===== src/rtl/i2c_slave_oe_if.sv =====
// Pad (split in/oe/out) and byte-stream signals of the I2C target.
// The slave modport is the target's view; master is the bus/host side.
interface i2c_slave_oe_if #(
    parameter int DATA_DEPTH = 8
) ();
    logic                  i_sda_in;
    logic                  i_scl_in;
    logic                  o_sda_oe;
    logic                  o_scl_oe;
    logic                  o_sda_out;
    logic                  o_scl_out;
    logic [DATA_DEPTH-1:0] o_data_bits;
    logic                  o_data_valid;
    logic                  i_data_ready;
    logic [DATA_DEPTH-1:0] i_data_bits;
    logic                  i_data_valid;
    logic                  o_data_ready;
    logic                  o_busy;
    logic                  o_nak;

    modport slave (
        input  i_sda_in, i_scl_in, i_data_ready, i_data_bits, i_data_valid,
        output o_sda_oe, o_scl_oe, o_sda_out, o_scl_out, o_data_bits, o_data_valid,
               o_data_ready, o_busy, o_nak
    );

    modport master (
        output i_sda_in, i_scl_in, i_data_ready, i_data_bits, i_data_valid,
        input  o_sda_oe, o_scl_oe, o_sda_out, o_scl_out, o_data_bits, o_data_valid,
               o_data_ready, o_busy, o_nak
    );
endinterface


===== src/rtl/i2c_slave_oe.sv =====
// Open-drain I2C target: oversampled START/STOP detection, 7-bit address match, ready/valid byte streams.
// Define I2C_SLAVE_CLOCK_STRETCH_EN to stretch SCL instead of NAKing full RX / sending 0xFF on empty TX.
module i2c_slave_oe #(
    parameter int         DATA_DEPTH  = 8,
    parameter logic [6:0] SLAVE_ADDR  = 7'h42,
    parameter int         SYNC_STAGES = 2
) (
    input logic           i_clk,
    input logic           i_rst,
    i2c_slave_oe_if.slave bus
);
    typedef enum logic [2:0] {IDLE, ADDR, ADDR_ACK, RX, RX_ACK, TX, TX_ACK, WAIT_STOP} state_e;

    state_e                 state_q;
    logic [SYNC_STAGES-1:0] sda_sync_q, scl_sync_q;
    logic                   sda_prev_q, scl_prev_q;
    logic [3:0]             cnt_q;
    logic [DATA_DEPTH-1:0]  rx_sh_q, tx_sh_q, data_bits_q;
    logic                   rw_q, sda_oe_q, data_valid_q, data_ready_q, busy_q, nak_q;
`ifdef I2C_SLAVE_CLOCK_STRETCH_EN
    logic                   stretch_q, scl_oe_q;
`endif

    logic sda_s, scl_s, scl_rise, scl_fall, start_c, stop_c, byte_done, out_free, fetch_c;

    assign sda_s     = sda_sync_q[SYNC_STAGES-1];
    assign scl_s     = scl_sync_q[SYNC_STAGES-1];
    assign scl_rise  = scl_s & ~scl_prev_q;
    assign scl_fall  = ~scl_s & scl_prev_q;
    assign start_c   = scl_s & scl_prev_q & sda_prev_q & ~sda_s;
    assign stop_c    = scl_s & scl_prev_q & ~sda_prev_q & sda_s;
    assign byte_done = scl_fall && (cnt_q == 4'(DATA_DEPTH));
    // A handshake in the same cycle frees the output register for the new byte.
    assign out_free  = !data_valid_q || bus.i_data_ready;
    assign fetch_c   = scl_fall && ((state_q == ADDR_ACK && rw_q) || state_q == TX_ACK);

    always_ff @(posedge i_clk) begin
        if (!i_rst) begin
            state_q      <= IDLE;
            sda_sync_q   <= '1;
            scl_sync_q   <= '1;
            sda_prev_q   <= 1'b1;
            scl_prev_q   <= 1'b1;
            cnt_q        <= '0;
            rx_sh_q      <= '0;
            tx_sh_q      <= '0;
            data_bits_q  <= '0;
            rw_q         <= 1'b0;
            sda_oe_q     <= 1'b0;
            data_valid_q <= 1'b0;
            data_ready_q <= 1'b0;
            busy_q       <= 1'b0;
            nak_q        <= 1'b0;
`ifdef I2C_SLAVE_CLOCK_STRETCH_EN
            stretch_q    <= 1'b0;
            scl_oe_q     <= 1'b0;
`endif
        end else begin
            sda_sync_q   <= {sda_sync_q[SYNC_STAGES-2:0], bus.i_sda_in};
            scl_sync_q   <= {scl_sync_q[SYNC_STAGES-2:0], bus.i_scl_in};
            sda_prev_q   <= sda_s;
            scl_prev_q   <= scl_s;
            data_ready_q <= 1'b0;
            nak_q        <= 1'b0;
            if (data_valid_q && bus.i_data_ready) data_valid_q <= 1'b0;
`ifdef I2C_SLAVE_CLOCK_STRETCH_EN
            // SCL is let go one clock after SDA settles so the master sees stable data.
            if (scl_oe_q && !stretch_q) scl_oe_q <= 1'b0;
`endif
            if (scl_rise) begin
                rx_sh_q <= {rx_sh_q[DATA_DEPTH-2:0], sda_s};
                cnt_q   <= cnt_q + 4'd1;
            end

            case (state_q)
                IDLE: ;
                ADDR: begin
                    if (byte_done) begin
                        if (rx_sh_q[DATA_DEPTH-1 -: 7] == SLAVE_ADDR && SLAVE_ADDR != 7'd0) begin
                            state_q  <= ADDR_ACK;
                            sda_oe_q <= 1'b1;
                            busy_q   <= 1'b1;
                            rw_q     <= rx_sh_q[0];
                        end else begin
                            state_q  <= WAIT_STOP;
                        end
                    end
                end
                ADDR_ACK: begin
                    if (scl_fall) begin
                        sda_oe_q <= 1'b0;
                        state_q  <= RX;
                        cnt_q    <= '0;
                    end
                end
                RX: begin
                    if (byte_done) begin
                        state_q <= RX_ACK;
                        if (out_free) begin
                            data_bits_q  <= rx_sh_q;
                            data_valid_q <= 1'b1;
                            sda_oe_q     <= 1'b1;
                        end
`ifdef I2C_SLAVE_CLOCK_STRETCH_EN
                        else begin
                            stretch_q <= 1'b1;
                            scl_oe_q  <= 1'b1;
                        end
`endif
                    end
                end
                RX_ACK: begin
`ifdef I2C_SLAVE_CLOCK_STRETCH_EN
                    if (stretch_q) begin
                        if (out_free) begin
                            data_bits_q  <= rx_sh_q;
                            data_valid_q <= 1'b1;
                            sda_oe_q     <= 1'b1;
                            stretch_q    <= 1'b0;
                        end
                    end else
`endif
                    if (scl_fall) begin
                        sda_oe_q <= 1'b0;
                        state_q  <= RX;
                        cnt_q    <= '0;
                    end
                end
                TX: begin
`ifdef I2C_SLAVE_CLOCK_STRETCH_EN
                    if (stretch_q) begin
                        if (bus.i_data_valid) begin
                            tx_sh_q      <= bus.i_data_bits;
                            data_ready_q <= 1'b1;
                            sda_oe_q     <= ~bus.i_data_bits[DATA_DEPTH-1];
                            stretch_q    <= 1'b0;
                        end
                    end else
`endif
                    if (scl_fall) begin
                        if (cnt_q == 4'(DATA_DEPTH)) begin
                            sda_oe_q <= 1'b0;
                            state_q  <= TX_ACK;
                        end else begin
                            sda_oe_q <= ~tx_sh_q[DATA_DEPTH-2];
                            tx_sh_q  <= tx_sh_q << 1;
                        end
                    end
                end
                TX_ACK: begin
                    if (scl_rise && sda_s) begin
                        nak_q   <= 1'b1;
                        state_q <= WAIT_STOP;
                    end
                end
                WAIT_STOP: ;
                default: state_q <= IDLE;
            endcase

            // Fetch at the falling edge closing an ACK clock; MSB goes out right away.
            if (fetch_c) begin
                state_q <= TX;
                cnt_q   <= '0;
                if (bus.i_data_valid) begin
                    tx_sh_q      <= bus.i_data_bits;
                    data_ready_q <= 1'b1;
                    sda_oe_q     <= ~bus.i_data_bits[DATA_DEPTH-1];
                end else begin
                    sda_oe_q <= 1'b0;
`ifdef I2C_SLAVE_CLOCK_STRETCH_EN
                    stretch_q <= 1'b1;
                    scl_oe_q  <= 1'b1;
`else
                    tx_sh_q   <= '1;
`endif
                end
            end

            if (start_c) begin
                state_q  <= ADDR;
                cnt_q    <= '0;
                sda_oe_q <= 1'b0;
                busy_q   <= 1'b0;
            end else if (stop_c) begin
                state_q  <= IDLE;
                sda_oe_q <= 1'b0;
                busy_q   <= 1'b0;
            end
        end
    end

    assign bus.o_sda_out    = 1'b0;
    assign bus.o_scl_out    = 1'b0;
    assign bus.o_sda_oe     = sda_oe_q;
`ifdef I2C_SLAVE_CLOCK_STRETCH_EN
    assign bus.o_scl_oe     = scl_oe_q;
`else
    assign bus.o_scl_oe     = 1'b0;
`endif
    assign bus.o_data_bits  = data_bits_q;
    assign bus.o_data_valid = data_valid_q;
    assign bus.o_data_ready = data_ready_q;
    assign bus.o_busy       = busy_q;
    assign bus.o_nak        = nak_q;
endmodule


===== src/flat_wrapper.sv =====
// flat-port wrapper written by rule: the top's interface ports become plain ports
module i2c_slave_oe_flat 
#(
    parameter int         DATA_DEPTH  = 8,
    parameter logic [6:0] SLAVE_ADDR  = 7'h42,
    parameter int         SYNC_STAGES = 2
)
  (i_clk, i_rst, bus_i_sda_in, bus_i_scl_in, bus_i_data_ready, bus_i_data_bits, bus_i_data_valid, bus_o_sda_oe, bus_o_scl_oe, bus_o_sda_out, bus_o_scl_out, bus_o_data_bits, bus_o_data_valid, bus_o_data_ready, bus_o_busy, bus_o_nak);
  i2c_slave_oe_if #(.DATA_DEPTH(DATA_DEPTH)) bus_i ();
  input logic i_clk;
  input logic i_rst;
  input wire logic [$bits(bus_i.i_sda_in)-1:0] bus_i_sda_in;
  input wire logic [$bits(bus_i.i_scl_in)-1:0] bus_i_scl_in;
  input wire logic [$bits(bus_i.i_data_ready)-1:0] bus_i_data_ready;
  input wire logic [$bits(bus_i.i_data_bits)-1:0] bus_i_data_bits;
  input wire logic [$bits(bus_i.i_data_valid)-1:0] bus_i_data_valid;
  output wire logic [$bits(bus_i.o_sda_oe)-1:0] bus_o_sda_oe;
  output wire logic [$bits(bus_i.o_scl_oe)-1:0] bus_o_scl_oe;
  output wire logic [$bits(bus_i.o_sda_out)-1:0] bus_o_sda_out;
  output wire logic [$bits(bus_i.o_scl_out)-1:0] bus_o_scl_out;
  output wire logic [$bits(bus_i.o_data_bits)-1:0] bus_o_data_bits;
  output wire logic [$bits(bus_i.o_data_valid)-1:0] bus_o_data_valid;
  output wire logic [$bits(bus_i.o_data_ready)-1:0] bus_o_data_ready;
  output wire logic [$bits(bus_i.o_busy)-1:0] bus_o_busy;
  output wire logic [$bits(bus_i.o_nak)-1:0] bus_o_nak;
  assign bus_i.i_sda_in = bus_i_sda_in;
  assign bus_i.i_scl_in = bus_i_scl_in;
  assign bus_i.i_data_ready = bus_i_data_ready;
  assign bus_i.i_data_bits = bus_i_data_bits;
  assign bus_i.i_data_valid = bus_i_data_valid;
  assign bus_o_sda_oe = bus_i.o_sda_oe;
  assign bus_o_scl_oe = bus_i.o_scl_oe;
  assign bus_o_sda_out = bus_i.o_sda_out;
  assign bus_o_scl_out = bus_i.o_scl_out;
  assign bus_o_data_bits = bus_i.o_data_bits;
  assign bus_o_data_valid = bus_i.o_data_valid;
  assign bus_o_data_ready = bus_i.o_data_ready;
  assign bus_o_busy = bus_i.o_busy;
  assign bus_o_nak = bus_i.o_nak;
  i2c_slave_oe #(.DATA_DEPTH(DATA_DEPTH), .SLAVE_ADDR(SLAVE_ADDR), .SYNC_STAGES(SYNC_STAGES)) u_core (.i_clk(i_clk), .i_rst(i_rst), .bus(bus_i));
endmodule

===== config.mk =====
export PLATFORM = sky130hd
export DESIGN_NAME = i2c_slave_oe_flat
export DESIGN_NICKNAME = d
export VERILOG_FILES = /design/src/rtl/i2c_slave_oe_if.sv /design/src/rtl/i2c_slave_oe.sv /design/src/flat_wrapper.sv
export SDC_FILE = /design/constraint.sdc
export NUM_CORES = 1
export LEC_CHECK = 0
export ABC_AREA = 1
export BUFFER_PORTS_ARGS = -buffer_cell sky130_fd_sc_hd__buf_4
export CAP_MARGIN = 20
export CORE_MARGIN = 4
export CORE_UTILIZATION = 42
export CTS_CLUSTER_SIZE = 25
export DETAILED_ROUTE_END_ITERATION = 6
export PLACE_DENSITY = 0.62
export SLEW_MARGIN = 20
export SYNTH_ARGS = -nofsm -noshare
export SYNTH_HDL_FRONTEND = slang
export SYNTH_SLANG_ARGS = --single-unit

===== constraint.sdc =====
create_clock -name i_clk -period 3.5 [get_ports i_clk]
set_input_delay 0.7 -clock i_clk [delete_from_list [all_inputs] [get_ports i_clk]]
set_output_delay 0.7 -clock i_clk [all_outputs]
set_load 0.03 [all_outputs]

# --- Yosys cells after proc, flatten, opt, wreduce, memory -nomap -nowiden ---
# Index checks and enable logic that the tools add are counted.
word_totals:
  regBits: 42
  word_cells: 123
classes:
  n_addsub: 1
  eq_ne: 29
  mux: 35
  bitwise_logic: 14
  n_reduce_logical: 27
op_table:
  columns: ["op", "count"]
  rows:
  - ["$mux W7", 5]
  - ["$reduce_and A7 Y1", 4]
  - ["$ne A5 B1 Y1 const B", 5]
  - ["$mux W3", 8]
  - ["$ne A3 B1 Y1 const B", 7]
  - ["$mux W1", 17]
  - ["$pmux W3 S5", 1]
  - ["$mux W4", 3]
  - ["$ne A2 B1 Y1 const B", 6]
  - ["$reduce_bool A5 Y1", 2]
  - ["$eq A3 B3 Y1 const B", 3]
  - ["$reduce_and A3 Y1", 3]
  - ["$reduce_bool A8 Y1", 1]
  - ["$and A1 B1 Y1", 7]
  - ["$eq A7 B7 Y1 const B", 1]
  - ["$not A1 Y1", 7]
  - ["$eq A3 B2 Y1 const B", 2]
  - ["$reduce_bool A6 Y1", 1]
  - ["$reduce_or A3 Y1", 2]
  - ["$logic_and A1 B1 Y1", 5]
  - ["$ne A5 B2 Y1 const B", 1]
  - ["$add A4 B1 Y4 const B", 1]
  - ["$eq A4 B4 Y1 const B", 1]
  - ["$pmux W1 S4", 1]
  - ["other kinds (9)", 12]

# --- Longest topological paths before layout ---
# Gate-level depths: netlist of the first run.
logic_depth:
  ltp_word: 8
  depth_mapped: 11
  depth_no_buf: 11

# --- Worst setup path after synthesis of the first run ---
# OpenSTA, ideal clock, no wires.
synth_timing:
  kind: "reg-to-reg"
  from: "reg u_core.cnt_q[0]"
  to: "reg u_core.data_bits_q[3], in the netlist u_core.bus.o_data_bits[3]"
  setup_ns: 0.116
  arrival_time_ns: 1.302
  path_slack_ns: 2.082
  stages_incl_launch_ff: 11
  period_less_slack_ns: 1.418
  path_cell_list: "dfxtp_1 -> inv_1 -> ha_1 -> nand3b_4 -> nor2_4 -> inv_2 -> nor2_4 -> nand2_2 -> buf_6 -> o21ai_1 -> a21oi_1"
synth_via:
  elab_chain_len: 3
synth_rtl:
  columns: ["item", "line", "text"]
  rows:
  - ["start, declared", "i2c_slave_oe.sv:17", "logic [3:0] cnt_q;"]
  - ["start signal, assigned", "i2c_slave_oe.sv:72", "cnt_q <= cnt_q + 4'd1;"]
  - ["$eq A4 B4 Y1", "i2c_slave_oe.sv:32", "assign byte_done = scl_fall && (cnt_q == 4'(DATA_DEPTH));"]
  - ["$logic_and A1 B1 Y1", "i2c_slave_oe.sv:32", null]
  - ["$reduce_and A3 Y1 (no line)", null, null]
  - ["end signal, assigned", "i2c_slave_oe.sv:100", "data_bits_q <= rx_sh_q;"]
  - ["end, declared", "i2c_slave_oe.sv:18", "logic [DATA_DEPTH-1:0] rx_sh_q, tx_sh_q, data_bits_q;"]
# No other way between the ends.
# A chain may end at the register's enable or synchronous reset.

# --- Worst setup path in the final report of the first run ---
layout_timing:
  from: "reg u_core.cnt_q[1]"
  to: "reg u_core.data_bits_q[0], in the netlist u_core.bus.o_data_bits[0]"
# Same word-level chain as after synthesis.

==> results of run 1 <==
## cell type report
cell class                      instances  share of cell area [%]
Multi-Input combinational cell        169                   39.46
Clock inverter                          2                   1.701
Inverter                               33                   5.669
Timing Repair Buffer                   26                   8.844
Tap cell                               52                   2.948
Clock buffer                            6                   3.288
Sequential cell                        42                   38.10
## power groups by stage
stage / clock, uW / sequential, uW / combinational, uW
6_report: 379 / 516 / 195
5_1_grt: 408 / 519 / 225
4_1_cts: 389 / 516 / 195
3_5_place_dp: 0 / 526 / 194
3_3_place_gp: 0 / 526 / 194
2_1_floorplan: 0 / 528 / 144
## worst register-to-register path: cells and delay by family, from the launching register on
| family | cells | cell delay, ns |
|---|---|---|
| compound gates | 2 | 0.26 |
| fa+ha+maj | 1 | 0.18 |
| buf+inv | 2 | 0.15 |
| flops | 1 | 0.33 |
| simple gates | 4 | 0.59 |
## logic make-up (layout without fill, tap and decap cells)
kind of cell / Yosys count / in the layout / synth area share, %
AOI/OAI and AO/OA: 57 / 57 / 16.49
DFF: 42 / 42 / 44.50
buffers and inverters: 42 / 67 / 9.801
and+or+nand+nor: 105 / 105 / 26.76
xor gates and xnor gates: 2 / 2 / 0.9273
adders and majority gates: 2 / 2 / 1.324
other: 1 / 3 / 0.1985
## sequential cells by signal (all words and copies together) (netlist names), 2 cells and up
name                    flops
u_core.cnt_q                4
u_core.sda_sync_q           2
u_core.bus.o_data_bits      8
u_core.state_q              3
u_core.scl_sync_q           2
u_core.rx_sh_q              8
u_core.tx_sh_q              7
## layer usage
metal	GRT usage (%)	share of wire [%]
met5	0	0
met3	4.139	5.8
met1	18.82	49
met4	4.743	1.5
met2	22.82	43
## per-stage QoR
step	area, sq um	setup slack (ns)	total power, uW	std cells	util, %
after CTS	2207	1.848	1100	330	50.69
after global placement	2097	1.868	720.5	322	48.16
after floorplan	1897	2.082	672.5	253	-
final	2207	1.870	1091	330	50.69
after global routing	2207	1.609	1152	330	50.69
after detailed placement	2097	1.864	720.4	322	48.16
## worst paths after layout
kind | end | cells after the start
worst min-delay path | u_core.scl_sync_q[1] | 1
worst max-delay path | u_core.bus.o_data_bits[0] | 9
worst max register to register | u_core.bus.o_data_bits[0] | 9
worst min register to register | u_core.scl_sync_q[1] | 1
## cell usage in the layout, fill, tap and decap left out, types with 5 or more instances in the layout
cell type and n:
dfxtp_1 42, nor2_1 36, nand2_1 32, inv_1 27, buf_4 26, o21ai_0 24
a21oi_1 21, nand3_1 11, inv_2 5, nand2_2 5, or2_2 5, clkbuf_8 5
==> run_results.csv, run 1 <==
group,metric,value,unit
synth,syn_area_per_cell,7.527,sq um
sta,fin_tns_setup,0,ns
sta,rsz0062_at_grt,"false",
hold_path,min_from,"u_core.scl_sync_q[0]",
worst_setup_path,worstPathCellList,"inv_1 > ha_1 > nand3b_4 > nor2_4 > inv_2 > nor2_4 > nand2_2 > o21ai_0 > a21oi_1",
synth,synth_area_leaders,"dfxtp_1, nor2_1, o21ai_0, nand2_1, a21oi_1",
hold_path,hp-class,"reg2reg",
synth,async_flop_share,0,%
clock_tree,cts_setup_buffers,0,
clock_tree,hold_buffers,0,
cells_and_area,diodes,0,
global_route,grt_max_degree,24,
global_route,grt_pass1_wl,6.348,mm
clock_tree,cts_htree_levels,2,
placement,place.gp.congestion,0.9090,
pwr,ir_drop,0.2494,mV
clock_tree,clk_pin_slew,0.08,ns
die,initial_core_util,43.39,%
placement,hpwl,2.766,mm
drt,drt_iter0_drc,120,
synth,ys_seq_area_share,44.50,%
synth,synth.most_common_cell,"dfxtp_1",
synth,yosys.area.top_type,"dfxtp_1",
worst_setup_path,reg2reg_from,"u_core.cnt_q[1]",
global_route,grtUsageTotal,14.41,%
worst_setup_path,worstSetupEndpointType,"flip-flop",
pwr,p_leak,0.0009778,uW
synth,netlist-cell-type-count,30,
drt,viasPerCell,4.864,
pwr,seqPwrFrac,47.3,%
die,die_y,75.07,um
worst_setup_path,crit_top_cell,"nor2_4",
worst_setup_path,crit_buf_inv,2,
synth,synthCells,251,
worst_setup_path,ff2ff_setup_slack,1.87,ns
global_route,first_global_vias,1449,
placement,port_buffers,26,
clock_tree,cts_resized,0,
drt,first_pass_iters,4,
worst_setup_path,cp.required,3.68,ns
global_route,antenna_found_initial,0,
pwr,p_clk_share,34.8,%
run,drv_cap,0,
pwr,combinationalPowerShare,17.9,%
synth,synth_flop_cell,"dfxtp_1",
die,dieWidth,75.07,um
drt,wl,3.775,mm
cells_and_area,nNetsFinal,293,
cells_and_area,area_growth,16.82,%
pwr,p_sw_share,28.40,%
synth,netlist_area,1889,sq um
drt,dr_total_vias,1605,
clock_tree,clock-sinks,42,
die,core-area,4354,sq um
synth,ys_seq_elements,42,
synth,synth_edf_count,0,
sta,slew_violations,0,
worst_setup_path,cp_data_arrival_time,1.81,ns
clock_tree,clock_latency,0.29,ns
worst_setup_path,crit_fanout,16,
pwr,power_density,494.2,nW/um^2
synth,synth_commonest_cells,"dfxtp_1, nor2_1, nand2_1",
sta,holdWs,0.4160,ns
drt,ant_nets,0,
sta,finalClockSkew,0.003283,ns
sta,setup_viol,0,
worst_setup_path,critPathLaunchType,"flip-flop",
clock_tree,cts_inserted_buffers,5,
sta,hold_viol,0,
clock_tree,clock_path_buffers,2,
sta,fin_crit_sh,46.57,%
pwr,switching_power,309.7,uW
synth,ys_warn_count,0,
cells_and_area,fillers,441,
worst_setup_path,critPathKind,"reg2reg",
cells_and_area,multi_input_area,870.8,sq um
worst_setup_path,critPathLaunch,"u_core.cnt_q[1]",
worst_setup_path,crit_path_max_incr_delay,0.33,ns
synth,synth_top_cell_area_share,44.50,%
global_route,grt_overflow,0,
clock_tree,cts_tree,"built",
sta,fmax,613.5,MHz
die,dieArea,5636,sq um
worst_setup_path,crit_family,"simple AND/OR/NAND/NOR gates",
drt,wl_per_cell,11.44,um
cells_and_area,drive_above_1_share,20.50,%
worst_setup_path,cp_slowest_cell,"dfxtp_1",
clock_tree,clockRootBuffer,"clkbuf_8",
pwr,intPower,781.0,uW
die,fp-row-count,24,
status,outcome,"finished clean",
die,io_pins,30,
drt,drc_errors,0,
cells_and_area,seq_area,840.8,sq um
sta,min_period,1.630,ns
No activity file was read; power rests on OpenSTA's default activity.
==> run 2, diff against run 1 <==
Settings changed: ABC_AREA 1 to 0.
Clock period 3.5 ns to 1.5 ns, I/O delays scaled along.
==> run 2 against run 1 <==
Against the previous run:
- the flow now finishes with violations (negative setup slack)
- routed wire length is 27% higher
- final cell count grew 3.9%
- via count up 9.4%
- sequential share of layout area fell by 8.0 points
- largest power group unchanged
- highest routed layer unchanged
- count of clock-buffer cells in the layout did not move
- clock skew increased by 0.0019 ns
- core utilization up 12 points
- design area is 28% higher
- critical endpoint is now u_core.state_q[0]
- fmax rose by 6.4%
==> run_results.csv, run 2 <==
group,metric,value,unit
die,dieArea,5958,sq um
sta,fin_crit_sh,102.1,%
global_route,antenna_found_initial,0,
cells_and_area,nNetsFinal,306,
hold_path,min_from,"bus_i_scl_in",
synth,syn_area_per_cell,9.352,sq um
die,initial_core_util,44.64,%
clock_tree,clock_latency,0.29,ns
cells_and_area,final_area,2828,sq um
global_route,grt_pass1_wl,7.776,mm
drt,wl,4.804,mm
clock_tree,clk_pin_slew,0.08,ns
synth,synth_edf_count,0,
status,violations,"negative setup slack",
die,io_pins,30,
synth,synth_area_leaders,"dfxtp_1, nand2_1, mux2i_1, a21boi_0, nor2b_1",
synth,ys_seq_area_share,41.82,%
drt,first_pass_iters,3,
worst_setup_path,critPathLaunchType,"flip-flop",
die,core-area,4504,sq um
placement,place.gp.congestion,0.8173,
hold_path,hp-class,"in2reg",
sta,rsz0062_at_grt,"true",
worst_setup_path,critPathKind,"reg2reg",
cells_and_area,drive_above_1_share,40.89,%
placement,hpwl,3.381,mm
placement,postPlaceCellArea,2532,sq um
hold_path,hold_path_depth,2,
cells_and_area,diodes,0,
synth,yosys.area.top_type,"dfxtp_1",
worst_setup_path,cp_data_arrival_time,1.72,ns
die,die_y,77.19,um
pwr,power_density,715.3,nW/um^2
drt,dr_total_vias,1756,
global_route,grt_overflow,0,
synth,ys_seq_elements,42,
pwr,power.total,2023,uW
die,dieWidth,77.19,um
worst_setup_path,crit_fanout,4,
worst_setup_path,crit_path_max_incr_delay,0.34,ns
run,drv_cap,0,
synth,synth_commonest_cells,"dfxtp_1, nand2_1, a21boi_0",
sta,worst_slack,-0.03140,ns
synth,async_flop_share,0,%
clock_tree,clock-sinks,42,
clock_tree,cts_inserted_buffers,5,
clock_tree,clockRootBuffer,"clkbuf_8",
global_route,grtUsageTotal,16.18,%
sta,min_period,1.531,ns
worst_setup_path,r2r-end,"u_core.state_q[0]",
cells_and_area,layout_commonest_cell,"buf_4",
synth,synthCells,215,
sta,slew_violations,0,
cells_and_area,final_cell_mix,"buf_4, dfxtp_1, nand2_1",
die,fp-row-count,24,
worst_setup_path,worstSetupEndpointType,"flip-flop",
cells_and_area,area_growth,40.63,%
worst_setup_path,worstPathCellList,"inv_2 > ha_4 > nand3b_1 > a32o_2 > a32oi_4 > o211ai_1 > o311a_1",
drt,ant_nets,0,
drt,wl_per_cell,14.01,um
worst_setup_path,cp_slowest_cell,"dfxtp_2",
worst_setup_path,ff2ff_setup_slack,-0.03,ns
drt,drc_errors,0,
synth,netlist-cell-type-count,48,
drt,drt_iter0_drc,70,
sta,setup_viol,4,
sta,hold_viol,0,
synth,synth_flop_cell,"dfxtp_1",
sta,finalClockSkew,0.005184,ns
clock_tree,cts_htree_levels,2,
global_route,grt_max_degree,21,
global_route,first_global_vias,1632,
pwr,p_leak,0.001128,uW
drt,viasPerCell,5.120,
status,outcome,"complete, but fails checks",
worst_setup_path,cp.required,1.69,ns
worst_setup_path,reg2reg_from,"u_core.cnt_q[1]",
synth,netlist_area,2011,sq um
placement,place_ws,-0.1060,ns
synth,ys_warn_count,0,
hold_path,hold_end,"u_core.scl_sync_q[0]",
synth,synth.most_common_cell,"dfxtp_1",
pwr,ir_drop,0.5527,mV
placement,port_buffers,26,
clock_tree,hold_buffers,0,
worst_setup_path,reg2regPathDepth,7,
clock_tree,cts_tree,"built",
synth,synth_top_cell_area_share,41.82,%
clock_tree,clock_path_buffers,2,
sta,fmax,653.0,MHz
## run 2: routing by layer
metal	part of all wire (%)	wire length (um)	track usage, %	vias to the layer above
li1	-	-	-	902
met1	47	2262	20.79	825
met2	49	2372	26.51	23
met3	2.4	114	3.630	6
met4	1.1	55	5.694	0
met5	0	0	0	-
## run 2: cells by family (layout without fill, tap and decap cells)
family	after synthesis	in the layout	share of synthesized area [%]
muxes	10	10	4.978
adders and majority gates	2	2	1.244
DFF	42	42	41.82
AOI/OAI and AO/OA	43	43	17.05
and+or+nand+nor	95	96	28.62
other	1	3	0.1865
xor gates and xnor gates	5	5	2.178
buffers and inverters	17	90	3.920
## run 2: layout make-up
cell class,instances,area [sq um]
Inverter,5,18.77
Fill cell,393,1677
Clock buffer,6,72.57
Sequential cell,42,852.1
Tap cell,52,65.06
Multi-Input combinational cell,159,1189
Clock inverter,2,13.76
Timing Repair Buffer,77,616.8
## run 2: metrics by stage
| step | cells | utilization (%) | setup TNS [ns] | hold slack, ns |
|---|---|---|---|---|
| CTS | 336 | 60.47 | -0.02101 | 0.1803 |
| detailed placement | 323 | 56.22 | -0.5713 | 0.3924 |
| global route | 343 | 62.78 | -1.276 | 0.1708 |
| global placement | 323 | 56.22 | -0.3431 | 0.3892 |
| finish | 343 | 62.78 | -0.04975 | 0.1865 |
| floorplan | 217 | - | 0 | 0.3730 |
## run 2: what timing repair did
| action | 4_1_cts | 5_1_grt |
|---|---|---|
| cloned | 1 | 0 |
| setup endpoints to repair | 18 | 21 |
| pin swaps | 11 | 13 |
| buffers inserted | 4 | 7 |
| resized for setup | 24 | 16 |
## run 2: report_power, final
part / leakage, uW / switching (uW) / total, uW / internal (uW)
logic: 0.000741 / 83.2 / 170 / 86.5
clock network: 0.0000452 / 391 / 720 / 329
registers: 0.000342 / 9.52 / 1130 / 1120
total: 0.00113 / 484 / 2020 / 1540
## run 2: critical path: cells and delay by family, from the launching register on
| family | cells | cell delay (ns) |
|---|---|---|
| buffers and inverters | 1 | 0.07 |
| AO/OA/AOI/OAI | 4 | 0.77 |
| flip-flops | 1 | 0.34 |
| AND/OR/NAND/NOR | 1 | 0.13 |
| adder cells (fa/ha/maj) | 1 | 0.12 |
## run 2: how the worst max path moves through the flow
stage | start | endpoint | slack, ns | depth (start not counted)
2_1_floorplan | u_core.cnt_q[0] | u_core.bus.o_data_bits[0] | 0.003 | 7
3_3_place_gp | u_core.state_q[2] | u_core.tx_sh_q[1] | -0.11 | 5
3_5_place_dp | u_core.state_q[2] | u_core.tx_sh_q[1] | -0.11 | 5
4_1_cts | u_core.cnt_q[1] | u_core.state_q[0] | -0.02 | 7
5_1_grt | u_core.scl_sync_q[1] | u_core.tx_sh_q[4] | -0.11 | 6
6_report | u_core.cnt_q[1] | u_core.state_q[0] | -0.03 | 7
==> run 3, diff against run 2 <==
Settings changed: CTS_BUF_LIST set to sky130_fd_sc_hd__clkbuf_8, CTS_CLUSTER_DIAMETER set to 120.
==> run 3 against run 2 <==
Against the previous run:
- the flow still finishes with violations (negative setup slack)
- clock power down 2%
- clock skew up 0.0011 ns
- hold slack better by 0.0039 ns
- count of clock-buffer cells in the layout down 1
- critical path depth unchanged
- critical endpoint unchanged
==> run_results.csv, run 3 (same netlist as run 2, synthesis figures left out) <==
group,metric,value,unit
sta,fin_crit_sh,101.4,%
drt,dr_total_vias,1729,
worst_setup_path,crit_fanout,4,
clock_tree,cts_inserted_buffers,5,
sta,rsz0062_at_grt,"true",
global_route,grtUsageTotal,16.18,%
worst_setup_path,critPathLaunchType,"flip-flop",
hold_path,hp-class,"in2reg",
sta,slew_violations,0,
drt,wl_per_cell,13.94,um
die,io_pins,30,
clock_tree,cts_htree_levels,2,
status,violations,"negative setup slack",
worst_setup_path,cp.required,1.68,ns
global_route,met2_usage,26.51,%
global_route,grt_max_degree,21,
die,initial_core_util,44.64,%
drt,drc_errors,0,
global_route,first_global_vias,1632,
pwr,ir_drop,0.5489,mV
cells_and_area,nNetsFinal,306,
drt,first_pass_iters,4,
cells_and_area,fillers,393,
placement,place.gp.congestion,0.8173,
drt,drt_iter0_drc,70,
sta,fmax,657.6,MHz
worst_setup_path,critPathKind,"reg2reg",
pwr,power_density,711.6,nW/um^2
worst_setup_path,cp_data_arrival_time,1.71,ns
global_route,met1_usage,20.79,%
sta,worst_slack,-0.02066,ns
sta,hold_viol,0,
die,die_y,77.19,um
cells_and_area,layout_commonest_cell,"buf_4",
pwr,power.total,2012,uW
clock_tree,clock_latency,0.29,ns
pwr,p_leak,0.001132,uW
die,fp-row-count,24,
status,outcome,"complete, but fails checks",
die,dieWidth,77.19,um
clock_tree,clock_path_buffers,2,
global_route,grt_pass1_wl,7.776,mm
sta,setup_viol,3,
cells_and_area,final_cell_mix,"buf_4, dfxtp_1, nand2_1",
drt,viasPerCell,5.041,
sta,min_period,1.521,ns
placement,place_ws,-0.1060,ns
clock_tree,clk_pin_slew,0.08,ns
clock_tree,cts_tree,"built",
drt,ant_nets,0,
drt,wl,4.782,mm
sta,finalClockSkew,0.006272,ns
cells_and_area,post-route-util,62.78,%
die,dieArea,5958,sq um
placement,port_buffers,26,
global_route,grt.met3_usage,3.630,%
run,drv_cap,0,
placement,hpwl,3.381,mm
global_route,grt_overflow,0,
sta,holdWs,0.1904,ns
cells_and_area,area_growth,40.63,%
cells_and_area,diodes,0,
cells_and_area,drive_above_1_share,40.89,%
global_route,busiest_layer,"met2",
global_route,antenna_found_initial,0,
die,core-area,4504,sq um
sta,fin_tns_setup,-0.02674,ns
clock_tree,clockRootBuffer,"clkbuf_8",
clock_tree,clock-sinks,42,
worst_setup_path,worstSetupEndpointType,"flip-flop",
run 3: cell types whose count changed in the layout (fill, tap and decap cells not counted), sizes merged:
cell / change
inv: +1
clkbuf: -1
run 3: worst max-delay path: stages, from the launching register on:
cell and delay, ns:
dfxtp_2 0.33, inv_2 0.06, ha_4 0.12, nand3b_1 0.13
a32o_2 0.29, a32oi_4 0.23, o211ai_1 0.12, o311a_1 0.13
run 3: final timing paths:
check                               to  slack (ns)            startpoint  depth (start not counted)
hold reg to reg   u_core.scl_sync_q[1]        0.41  u_core.scl_sync_q[0]                          1
setup / recovery     u_core.state_q[0]       -0.02       u_core.cnt_q[1]                          7
setup reg to reg     u_core.state_q[0]       -0.02       u_core.cnt_q[1]                          7
hold / removal    u_core.scl_sync_q[0]        0.19          bus_i_scl_in                          2
run 3: report_power, final:
part / total [uW] / internal (uW) / switching, uW / leakage [uW]
logic: 170 / 86.5 / 83.2 / 0.000741
registers: 1130 / 1120 / 9.60 / 0.000342
clock network: 709 / 322 / 387 / 0.0000493
total: 2010 / 1530 / 480 / 0.00113
run 3: final cells by class:
type / instances / area, sq um / share of cell area (%)
well taps: 52 / 65.06 / 2.301
flip-flops and latches: 42 / 852.1 / 30.13
multi-input cells: 159 / 1189 / 42.04
inverters: 5 / 18.77 / 0.6637
clock buffers: 5 / 68.82 / 2.434
clock inverters: 3 / 17.52 / 0.6195
repair buffers: 77 / 616.8 / 21.81
run 3: per-layer routing:
layer / vias up / routed length (um)
met5: - / 0
met4: 0 / 36
met3: 4 / 115
met2: 21 / 2382
met1: 805 / 2247
li1: 899 / -
run 3: stage by stage:
| stage | area, sq um | std cells |
|---|---|---|
| final | 2828 | 343 |
| after global routing | 2828 | 343 |
| after CTS | 2724 | 336 |
| after detailed placement | 2532 | 323 |
| after global placement | 2532 | 323 |
| after floorplan | 2019 | 217 |
run 3: what timing repair did:
item | CTS | global route
hold buffers | 0 | 0
gates cloned | 1 | 0
buffers inserted | 4 | 7
setup endpoints to repair | 18 | 21
pin swaps | 11 | 13
gates resized for setup | 24 | 16
